`config.mk`:
```
export PLATFORM = sky130hd
export DESIGN_NAME = neuron_mac
export DESIGN_NICKNAME = d
export VERILOG_FILES = /design/src/rtl/neuron_mac.sv
export SDC_FILE = /design/constraint.sdc
export NUM_CORES = 1
export LEC_CHECK = 0
export ABC_AREA = 1
export CAP_MARGIN = 20
export CELL_PAD_IN_SITES_DETAIL_PLACEMENT = 1
export CELL_PAD_IN_SITES_GLOBAL_PLACEMENT = 2
export CORE_ASPECT_RATIO = 0.5
export CORE_MARGIN = 10
export CORE_UTILIZATION = 35
export CTS_CLUSTER_DIAMETER = 60
export DETAILED_ROUTE_END_ITERATION = 7
export MAX_ROUTING_LAYER = met4
export PLACE_DENSITY = 0.82
export SKIP_CTS_REPAIR_TIMING = 1
export SYNTH_ARGS = -nofsm -noshare
export SYNTH_HDL_FRONTEND = slang
export SYNTH_SLANG_ARGS = --single-unit
```
`constraint.sdc`:
```
create_clock -name clk -period 5.7 [get_ports clk]
set_input_delay 1.14 -clock clk [delete_from_list [all_inputs] [get_ports clk]]
set_output_delay 1.14 -clock clk [all_outputs]
set_load 0.03 [all_outputs]
```
`src/rtl/neuron_mac.sv`:
```
// Neuron multiply-accumulate stage: registered pixel*weight products are summed
// with saturation, biased, rounded, shifted, ReLU'd and clamped to OUT_W bits.
module neuron_mac #(
  parameter int N_TERMS = 28,
  parameter int PIX_W   = 8,
  parameter int W_W     = 8,
  parameter int ACC_W   = 24,
  parameter int SHIFT   = 7,
  parameter int OUT_W   = 8
) (
  input  logic             clk,
  input  logic             GlobalReset,
  input  logic             Input_Valid,
  input  logic             Term_Valid,
  input  logic [PIX_W-1:0] Pixel,
  input  logic [W_W-1:0]   Weight,
  input  logic [ACC_W-1:0] Bias,
  output logic [OUT_W-1:0] Neuron_Out,
  output logic             Out_Valid,
  output logic             Busy,
  output logic             Overflow
);
  localparam int PW    = PIX_W + W_W + 1;
  localparam int CNT_W = $clog2(N_TERMS + 1);
  localparam logic [CNT_W-1:0] LAST = CNT_W'(N_TERMS - 1);
  localparam logic signed [ACC_W-1:0] MAXV = {1'b0, {(ACC_W-1){1'b1}}};
  localparam logic signed [ACC_W-1:0] MINV = {1'b1, {(ACC_W-1){1'b0}}};
  localparam logic signed [ACC_W:0] RND = (ACC_W+1)'(2 ** (SHIFT - 1));
  localparam logic signed [ACC_W:0] OMAX = (ACC_W+1)'(2 ** OUT_W - 1);

  typedef enum logic [1:0] {IDLE, ACCUM, DRAIN, FINISH} state_t;
  state_t state;

  logic signed [ACC_W-1:0] acc, bias_q;
  logic signed [PW-1:0]    prod;
  logic                    prod_vld;
  logic [CNT_W-1:0]        cnt;

  logic signed [PW-1:0]    px_ext, w_ext, prod_new;
  logic signed [ACC_W:0]   prod_ext, acc_sum, bias_sum, rnd, r;
  logic signed [ACC_W-1:0] acc_sat, sum_sat;
  logic                    acc_ovf, sum_ovf;
  logic [OUT_W-1:0]        res;

  always_comb begin
    px_ext   = PW'($signed({1'b0, Pixel}));
    w_ext    = PW'($signed(Weight));
    prod_new = px_ext * w_ext;

    prod_ext = prod_vld ? (ACC_W+1)'(prod) : '0;
    acc_sum  = (ACC_W+1)'(acc) + prod_ext;
    acc_ovf  = acc_sum[ACC_W] != acc_sum[ACC_W-1];
    acc_sat  = acc_ovf ? (acc_sum[ACC_W] ? MINV : MAXV) : acc_sum[ACC_W-1:0];

    bias_sum = (ACC_W+1)'(acc) + (ACC_W+1)'(bias_q);
    sum_ovf  = bias_sum[ACC_W] != bias_sum[ACC_W-1];
    sum_sat  = sum_ovf ? (bias_sum[ACC_W] ? MINV : MAXV) : bias_sum[ACC_W-1:0];

    // one extra bit so the rounding offset cannot wrap a saturated sum
    rnd = (ACC_W+1)'(sum_sat) + RND;
    r   = rnd >>> SHIFT;
    if (r[ACC_W])
      res = '0;
    else if (r > OMAX)
      res = '1;
    else
      res = r[OUT_W-1:0];
  end

  always_ff @(posedge clk or posedge GlobalReset) begin
    if (GlobalReset) begin
      state      <= IDLE;
      acc        <= '0;
      bias_q     <= '0;
      prod       <= '0;
      prod_vld   <= 1'b0;
      cnt        <= '0;
      Neuron_Out <= '0;
      Out_Valid  <= 1'b0;
      Busy       <= 1'b0;
      Overflow   <= 1'b0;
    end else begin
      Out_Valid <= 1'b0;
      if (Input_Valid) begin
        // restart wins over every state, including FINISH
        state    <= ACCUM;
        acc      <= '0;
        cnt      <= '0;
        prod_vld <= 1'b0;
        Overflow <= 1'b0;
        bias_q   <= Bias;
        Busy     <= 1'b1;
      end else begin
        case (state)
          IDLE: ;
          ACCUM: begin
            acc <= acc_sat;
            if (acc_ovf) Overflow <= 1'b1;
            if (Term_Valid) begin
              prod     <= prod_new;
              prod_vld <= 1'b1;
              cnt      <= cnt + CNT_W'(1);
              if (cnt == LAST) state <= DRAIN;
            end else begin
              prod_vld <= 1'b0;
            end
          end
          DRAIN: begin
            acc      <= acc_sat;
            prod_vld <= 1'b0;
            if (acc_ovf) Overflow <= 1'b1;
            state    <= FINISH;
          end
          FINISH: begin
            Neuron_Out <= res;
            Out_Valid  <= 1'b1;
            if (sum_ovf) Overflow <= 1'b1;
            Busy       <= 1'b0;
            state      <= IDLE;
          end
          default: state <= IDLE;
        endcase
      end
    end
  end
endmodule

```
# [Yosys cells after proc, flatten, opt, wreduce, memory -nomap -nowiden]
# Index checks and enable logic that the tools add are counted.
[totals] reg_bits=84 latch_bits=0 ramBits=0 rom_bits=0 in_bits=44 output_inout_bits=11 memories=0
[classes] add_sub_neg=4 multipliers=1 n_div=0 n_lt_le_gt_ge=1 n_eq_ne=10 n_shift=0 mux=27 bitwise=1 n_reduce_logical=13
[ops] cell="two-way mux 24 bit" count=6
[ops] cell="adder 24 x 24 -> 25 bit" count=1
[ops] cell="adder 24 x 25 -> 25 bit" count=1
[ops] cell="adder 24 x 8 -> 25 bit, second input constant" count=1
[ops] cell="two-way mux 25 bit" count=1
[ops] cell="> comparator 18 x 9 -> 1 bit, second input constant" count=1
[ops] cell="multiplier 9 x 8 -> 17 bit" count=1
[ops] cell="two-way mux 8 bit" count=2
[ops] cell="two-way mux 5 bit" count=3
[ops] cell="two-way mux 1 bit" count=9
[ops] cell="!= test 3 bit, second input constant" count=3
[ops] cell="AND reduction 3 bit" count=3
[ops] cell="nonzero test 2 bit" count=4
[ops] cell="two-way mux 2 bit" count=3
[ops] cell="case mux 2 bit (3 select lines)" count=1
[ops] cell="nonzero test 3 bit" count=2
[ops] cell="adder 5 x 1 -> 5 bit, second input constant" count=1
[ops] cell="equality test 5 bit, second input constant" count=1
[ops] cell="equality test 2 bit, second input constant" count=2
[ops] cell="case mux 1 bit (2 select lines)" count=2
[ops] cell="AND reduction 2 bit" count=2
[ops] cell="nonzero test 4 bit" count=1
[ops] cell="!= test 3 x 1 -> 1 bit, second input constant" count=1
[ops] cell="equality test 2 x 1 -> 1 bit, second input constant" count=1
[ops] cell="3 further kinds" count=4

# [Longest topological paths before layout]
# Gate-level depths: netlist of the first run.
[depth] depth_word=7 mapped_depth=34 depth_no_buf=33

# [Worst setup path before layout of the first run]
# Ideal clock, no wire load.
[synth_path] kind="input-to-reg" from="input Pixel[0]" to="register prod[16]" setup_ns=0.123 t_arrival_ns=5.523 required_time_ns=5.577 path_slack_ns=0.054 cell_stages=24 cell_sequence="clkbuf_1 -> or2_2 -> fa_1 -> fa_1 -> inv_1 -> fa_1 -> fa_1 -> ha_1 -> nand2_1 -> nor2_1 -> a211oi_1 -> o21ai_0 -> nand2_1 -> nand2_1 -> a21oi_1 -> nor2_1 -> o21ai_0 -> nand2_1 -> a21oi_1 -> nor2_1 -> nor2_1 -> a21oi_1 -> o21ai_0 -> nand2_1"
[synth_via] elab_chain_cells=1
[synth_rtl] element="start, declared" line_no="15" text="input logic [PIX_W-1:0] Pixel,"
[synth_rtl] element="multiplier 9 x 8 -> 17 bit" line_no="48" text="prod_new = px_ext * w_ext;"
[synth_rtl] element="end signal, assigned" line_no="100" text="prod <= prod_new;"
[synth_rtl] element="end, declared" line_no="35" text="logic signed [PW-1:0] prod;"
# No other way between the ends.
# A chain may end at the register's enable or synchronous reset.

# [Worst setup path after layout of the first run]
[layout_path] from="input Pixel[4]" to="register prod[15]"
# Same word-level chain as after synthesis.

==> results of run 1 <==
-- placed cells by master, fill, tap and decap left out, types with 3 or more instances in the layout --
cell	instances
o21ai_0	53
ha_1	93
or2_2	14
nand2_2	7
nor2_1	64
a21boi_0	3
buf_4	46
clkinv_1	3
nand3_2	5
clkdlybuf4s50_1	41
and2_1	3
inv_1	196
nand2_1	456
a21oi_2	5
o21bai_1	5
xor2_1	15
nor2_2	10
clkbuf_16	9
o21ai_1	10
a21oi_1	63
buf_6	4
ha_4	4
inv_2	7
a21o_1	4
nand4_1	13
fa_1	38
dfrtp_1	84
bufinv_16	3
xnor2_1	14
nor3_1	11
dlymetal6s2s_1	13
nand3_1	62
-- per-layer routing --
layer  wire, um  share of wire
met5          0              0
met4        326          0.013
met3        381          0.015
met2      12400           0.49
met1      12200           0.48
-- power by group --
group	total (mW)	switching [mW]	internal, mW
Combinational	2.74	1.67	1.07
Sequential	0.939	0.168	0.772
Clock	0.708	0.262	0.446
-- worst max-delay path by stage --
stage | start | end | slack (ps) | cells past startpoint
after floorplan | Pixel[0] | prod[16]$_DFFE_PP0P_ | 50 | 24
final | Pixel[4] | prod[15]$_DFFE_PP0P_ | 230 | 26
after global routing | Pixel[6] | prod[16]$_DFFE_PP0P_ | -60 | 27
after global placement | Weight[7] | prod[16]$_DFFE_PP0P_ | -480 | 25
after CTS | Weight[7] | prod[15]$_DFFE_PP0P_ | -250 | 23
after detailed placement | Weight[7] | prod[15]$_DFFE_PP0P_ | -620 | 23
-- tightest hold or removal path, cell delays in order (launching register included) --
cell and delay [ps]:
dfrtp_1 340, nand2_1 60, nand2_1 50
-- state kept, by name, summed over array words and instances, names as in the netlist --
signal / flops
Busy: 1
Neuron_Out: 8
Out_Valid: 1
Overflow: 1
acc: 24
bias_q: 24
cnt: 5
prod: 17
prod_vld: 1
state: 2
-- area by class of cell --
class / count / share of cell area
multi-input cells: 975 / 0.560
clock inverters: 6 / 0.0112
well taps: 344 / 0.0407
clock buffers: 10 / 0.0226
flip-flops and latches: 84 / 0.199
repair buffers: 105 / 0.0931
inverters: 207 / 0.0737
-- metrics by stage --
stage | instance area, um2 | setup WS, ps | instances | hold slack [ps]
2_1_floorplan | 8860 | 54.4 | 1300 | 442
3_3_place_gp | 10100 | -480 | 1713 | 461
3_5_place_dp | 10100 | -619 | 1713 | 470
4_1_cts | 10400 | -253 | 1729 | 490
5_1_grt | 10600 | -64.7 | 1731 | 508
6_report | 10600 | 234 | 1731 | 482
-- cell usage after synthesis (all sizes together), types with 3 or more instances --
cell type  count  area share
nand3         68       0.043
inv          204       0.086
clkbuf        30       0.013
nor3          11      0.0062
and2           3      0.0021
a21boi         3      0.0025
dfrtp         84        0.24
xnor2         14       0.014
o21bai         5      0.0042
or2           14      0.0099
a21oi         68       0.040
nand2        464        0.20
fa            38       0.086
buf            4      0.0031
clkinv         3      0.0013
xor2          15       0.015
nand4         13      0.0092
ha            97        0.14
a21o           4      0.0034
nor2          76       0.036
o21ai         64       0.036
-- cells by family (layout without fill, tap and decap cells) --
| group | after synthesis | in the layout | share of synthesized area |
|---|---|---|---|
| fa+ha+maj | 135 | 135 | 0.223 |
| simple gates | 657 | 657 | 0.313 |
| flops | 84 | 84 | 0.237 |
| buf+inv | 241 | 328 | 0.104 |
| xor+xnor | 29 | 29 | 0.0287 |
| compound gates | 154 | 154 | 0.0949 |
==> flow_summary.ini, run 1 <==
[logic_synthesis]
ys_seq_area_frac = 0.237
synthFlopType = dfrtp_1
async_flop_share = 1.00
yosys_register_bits = 84
syn-num-nets = 1479
ys_types = 46
post_synth.cell_area_avg_um2 = 6.81
syn_area_mm2 = 0.00886
yosys_warnings = 0
synth_edf_count = 0
netlist_instances = 1300

[cts]
cts_buffers = 9
htree_levels = 3
root_buffer = clkbuf_16
clock_path_buffers = 2
clk_pin_slew_worst_paths_ps = 70
insertion_delay_ps = 350
clock_sinks = 84
cts_tree = yes

[floorplan]
rows = 41
die_w_um = 245
pin_count = 55
die_h_um = 132
core_mm2 = 0.0250
die_area_mm2 = 0.0325
initial_core_util = 0.354

[global_routing]
grt_max_degree = 54
met2_usage = 0.284
top_usage_layer = met2
overflow = 0
grt_pass1_vias = 8936
grtUsageTotal = 0.164
grtUsageMet1 = 0.201
grt.met3_usage = 0.0175
grt_pass1_wl_um = 43400
antenna_found_initial = 0

[sta]
final_max_slew_viol_count = 0
tns_ps = 0
worstMarginPinSlew_ps = 1000
max_freq_mhz = 183
hold_viol = 0
finalSetupViolations = 0
min_period_ps = 5470
fin_crit_sh = 0.959
slew_headroom = 0.331
clock_skew_ps = 9.11

[power_and_ir_drop]
ir_drop_v = 0.000154
p_per_area_mw_per_mm2 = 415
p_total_mw = 4.39
power.static_leakage_nw = 6.06

[critical_path]
required_ps = 5940
cp-start-kind = input pin
cpMostUsedCell = nand2_1
worstRegToRegCells = 30
slowest_stage = fa_1
cp_max_fo = 4
cp.buffers_inverters = 5
reg2reg_slack_ps = 730
criticalPathCategory = in -> reg
crit_path_end_kind = register
cp.arrival_ps = 5710
cp_slowest_stage_delay_ps = 550
r2r_end = Neuron_Out[1]$_DFFE_PP0P_
critical_path.top_delay_family = adder cells
reg2reg_from = acc[16]$_DFFE_PP0P_

[status]
run_status = finished clean

[layout]
final_util = 0.422
fillers = 3226
regArea_mm2 = 0.00210
multi_input_area_mm2 = 0.00591
layout-drive-gt1-share = 0.0930
diodes = 0
finalNetCount = 1561
area_growth_pct = 19.3

[min_path]
hold_start = bias_q[21]$_DFFE_PP0P_
whs_endpoint = bias_q[21]$_DFFE_PP0P_
hold_depth = 2
hold_path.class = reg -> reg

[routing]
wl_per_cell_um = 14.6
drc_errors = 0
postRouteAntennaNets = 0
drtPass1Iterations = 4
drt-initial-drc-count = 249
dr_total_vias = 8352
wl_um = 25300
viasPerCell = 4.82

[placement]
portBuffers = 54
routabilityCongestion = 0.875
dp_hpwl_um = 21200

[flow_run]
cap_violations = 0
No activity file was read; power rests on OpenSTA's default activity.
==> inputs of run 2 (changes only) <==
--- a/config.mk
+++ b/config.mk
@@ -10,7 +10,6 @@
 export CELL_PAD_IN_SITES_DETAIL_PLACEMENT = 1
 export CELL_PAD_IN_SITES_GLOBAL_PLACEMENT = 2
 export CORE_ASPECT_RATIO = 0.5
-export CORE_MARGIN = 10
 export CORE_UTILIZATION = 35
 export CTS_CLUSTER_DIAMETER = 60
 export DETAILED_ROUTE_END_ITERATION = 7
==> flow_summary.ini, run 2 (same netlist as run 1, synthesis figures left out) <==
[sta]
fin_ws_ps = 268
final_max_slew_viol_count = 0
tns_ps = 0
holdWs_ps = 476
hold_viol = 0
finalSetupViolations = 0
fin_crit_sh = 0.953
max_freq_mhz = 184
slew_headroom = 0.372
clock_skew_ps = 10.2
worstMarginPinSlew_ps = 942
min_period_ps = 5430

[power_and_ir_drop]
ir_drop_v = 0.000122
power.static_leakage_nw = 5.92
p_per_area_mw_per_mm2 = 409
p_total_mw = 4.26

[floorplan]
die_w_um = 227
die_area_mm2 = 0.0260
core_mm2 = 0.0244
rows = 40
die_h_um = 114
pin_count = 55
initial_core_util = 0.363

[routing]
dr_total_vias = 8295
drtPass1Iterations = 4
wl_um = 25000
viasPerCell = 4.82
drt-initial-drc-count = 263
drc_errors = 0
postRouteAntennaNets = 0
wl_per_cell_um = 14.5

[global_routing]
grt.met3_usage = 0.0272
grt_pass1_wl_um = 42200
met2_usage = 0.359
antenna_found_initial = 0
grtUsageTotal = 0.209
grtUsageMet1 = 0.266
overflow = 0
top_usage_layer = met2
grt_max_degree = 52
grt_pass1_vias = 8719

[min_path]
whs_endpoint = bias_q[21]$_DFFE_PP0P_
hold_depth = 2
hold_start = bias_q[21]$_DFFE_PP0P_
hold_path.class = reg -> reg

[critical_path]
r2r_end = Neuron_Out[2]$_DFFE_PP0P_
cp.arrival_ps = 5680
cp-start-kind = input pin
crit_path_end_kind = register
criticalPathCategory = in -> reg
cpMostUsedCell = nand2_1
worstSetupStartpoint = Weight[2]
crit_chain = clkdlybuf4s50_1 > nand2_1 > fa_1 > fa_1 > inv_1 > fa_1 > fa_1 > ha_4 > nand2_1 > nor2_1 > a211oi_2 > o21ai_2 > nand2_1 > nand2_1 > a21oi_2 > nor2_1 > o21ai_1 > nand2_1 > a21oi_2 > nor2_1 > nor2_1 > a21oi_1 > o21ai_1 > nand2_1
reg2reg_from = acc[16]$_DFFE_PP0P_
slowest_stage = clkdlybuf4s50_1
critical_path.top_delay_family = adder cells
reg2reg_slack_ps = 770
cp.buffers_inverters = 2
cp_slowest_stage_delay_ps = 580
required_ps = 5950
worstRegToRegCells = 30
cp_max_fo = 5

[layout]
final_util = 0.427
fillers = 3186
final_common_cell = nand2_1
diodes = 0
top_regs = acc x24, bias_q x24, prod x17
finalNetCount = 1559
area_growth_pct = 17.7
final_cell_mix = 457 x nand2_1, 196 x inv_1, 93 x ha_1, 84 x dfrtp_1, 65 x nor2_1
layout-drive-gt1-share = 0.0924

[cts]
root_buffer = clkbuf_16
cts_buffers = 9
insertion_delay_ps = 350
clock_path_buffers = 2
cts_tree = yes
clock_sinks = 84
htree_levels = 3
clk_pin_slew_worst_paths_ps = 70

[status]
run_status = finished clean

[placement]
routabilityCongestion = 0.869
dp_hpwl_um = 20600
portBuffers = 54
place_ws_ps = -590

[flow_run]
cap_violations = 0
==> run 2: cell count changes in the layout (fill, tap and decap cells not counted), moves of 3 or more <==
cell,before,now
clkdlybuf4s50_1,41,50
dlymetal6s2s_1,13,4
buf_6,4,0
buf_4,46,49
bufinv_16,3,0
==> run 2: power breakdown <==
group / internal [mW] / total, mW / leakage, nW / switching, mW
logic: 1.07 / 2.74 / 4.71 / 1.68
clock network: 0.311 / 0.580 / 0.135 / 0.269
registers: 0.771 / 0.940 / 1.08 / 0.169
total: 2.15 / 4.26 / 5.92 / 2.11
==> run 2: through the flow <==
stage / cell area [um2] / cells
6_report: 10400 / 1721
3_3_place_gp: 10000 / 1703
3_5_place_dp: 10000 / 1703
5_1_grt: 10400 / 1721
2_1_floorplan: 8860 / 1300
4_1_cts: 10300 / 1719
==> run 2: area by class of cell <==
cell class | instances | area [um2] | share of cell area
sequential | 84 | 2100 | 0.202
inverter | 207 | 778 | 0.0747
tap | 336 | 420 | 0.0403
timing repair buffer | 103 | 918 | 0.0881
multi-input combinational | 975 | 5920 | 0.568
clock buffer | 10 | 239 | 0.0229
clock inverter | 6 | 46.3 | 0.00444
==> run 2: metal layers <==
metal | share of wire | wire length (um)
met1 | 0.49 | 12300
met2 | 0.48 | 12000
met3 | 0.018 | 440
met4 | 0.0077 | 193
met5 | 0 | 0
==> run 2: worst max path at each step <==
stage / endpoint / slack, ps / depth (start not counted)
floorplan: prod[16]$_DFFE_PP0P_ / 50 / 24
finish: prod[16]$_DFFE_PP0P_ / 270 / 24
global route: prod[15]$_DFFE_PP0P_ / -20 / 26
detailed placement: prod[16]$_DFFE_PP0P_ / -590 / 25
CTS: prod[16]$_DFFE_PP0P_ / -220 / 25
global placement: prod[16]$_DFFE_PP0P_ / -480 / 25
==> run 2: worst min-delay path: cells and delay by family, from the launching register on <==
| kind | cells | cell delay [ps] |
|---|---|---|
| flops | 1 | 350 |
| simple gates | 2 | 100 |
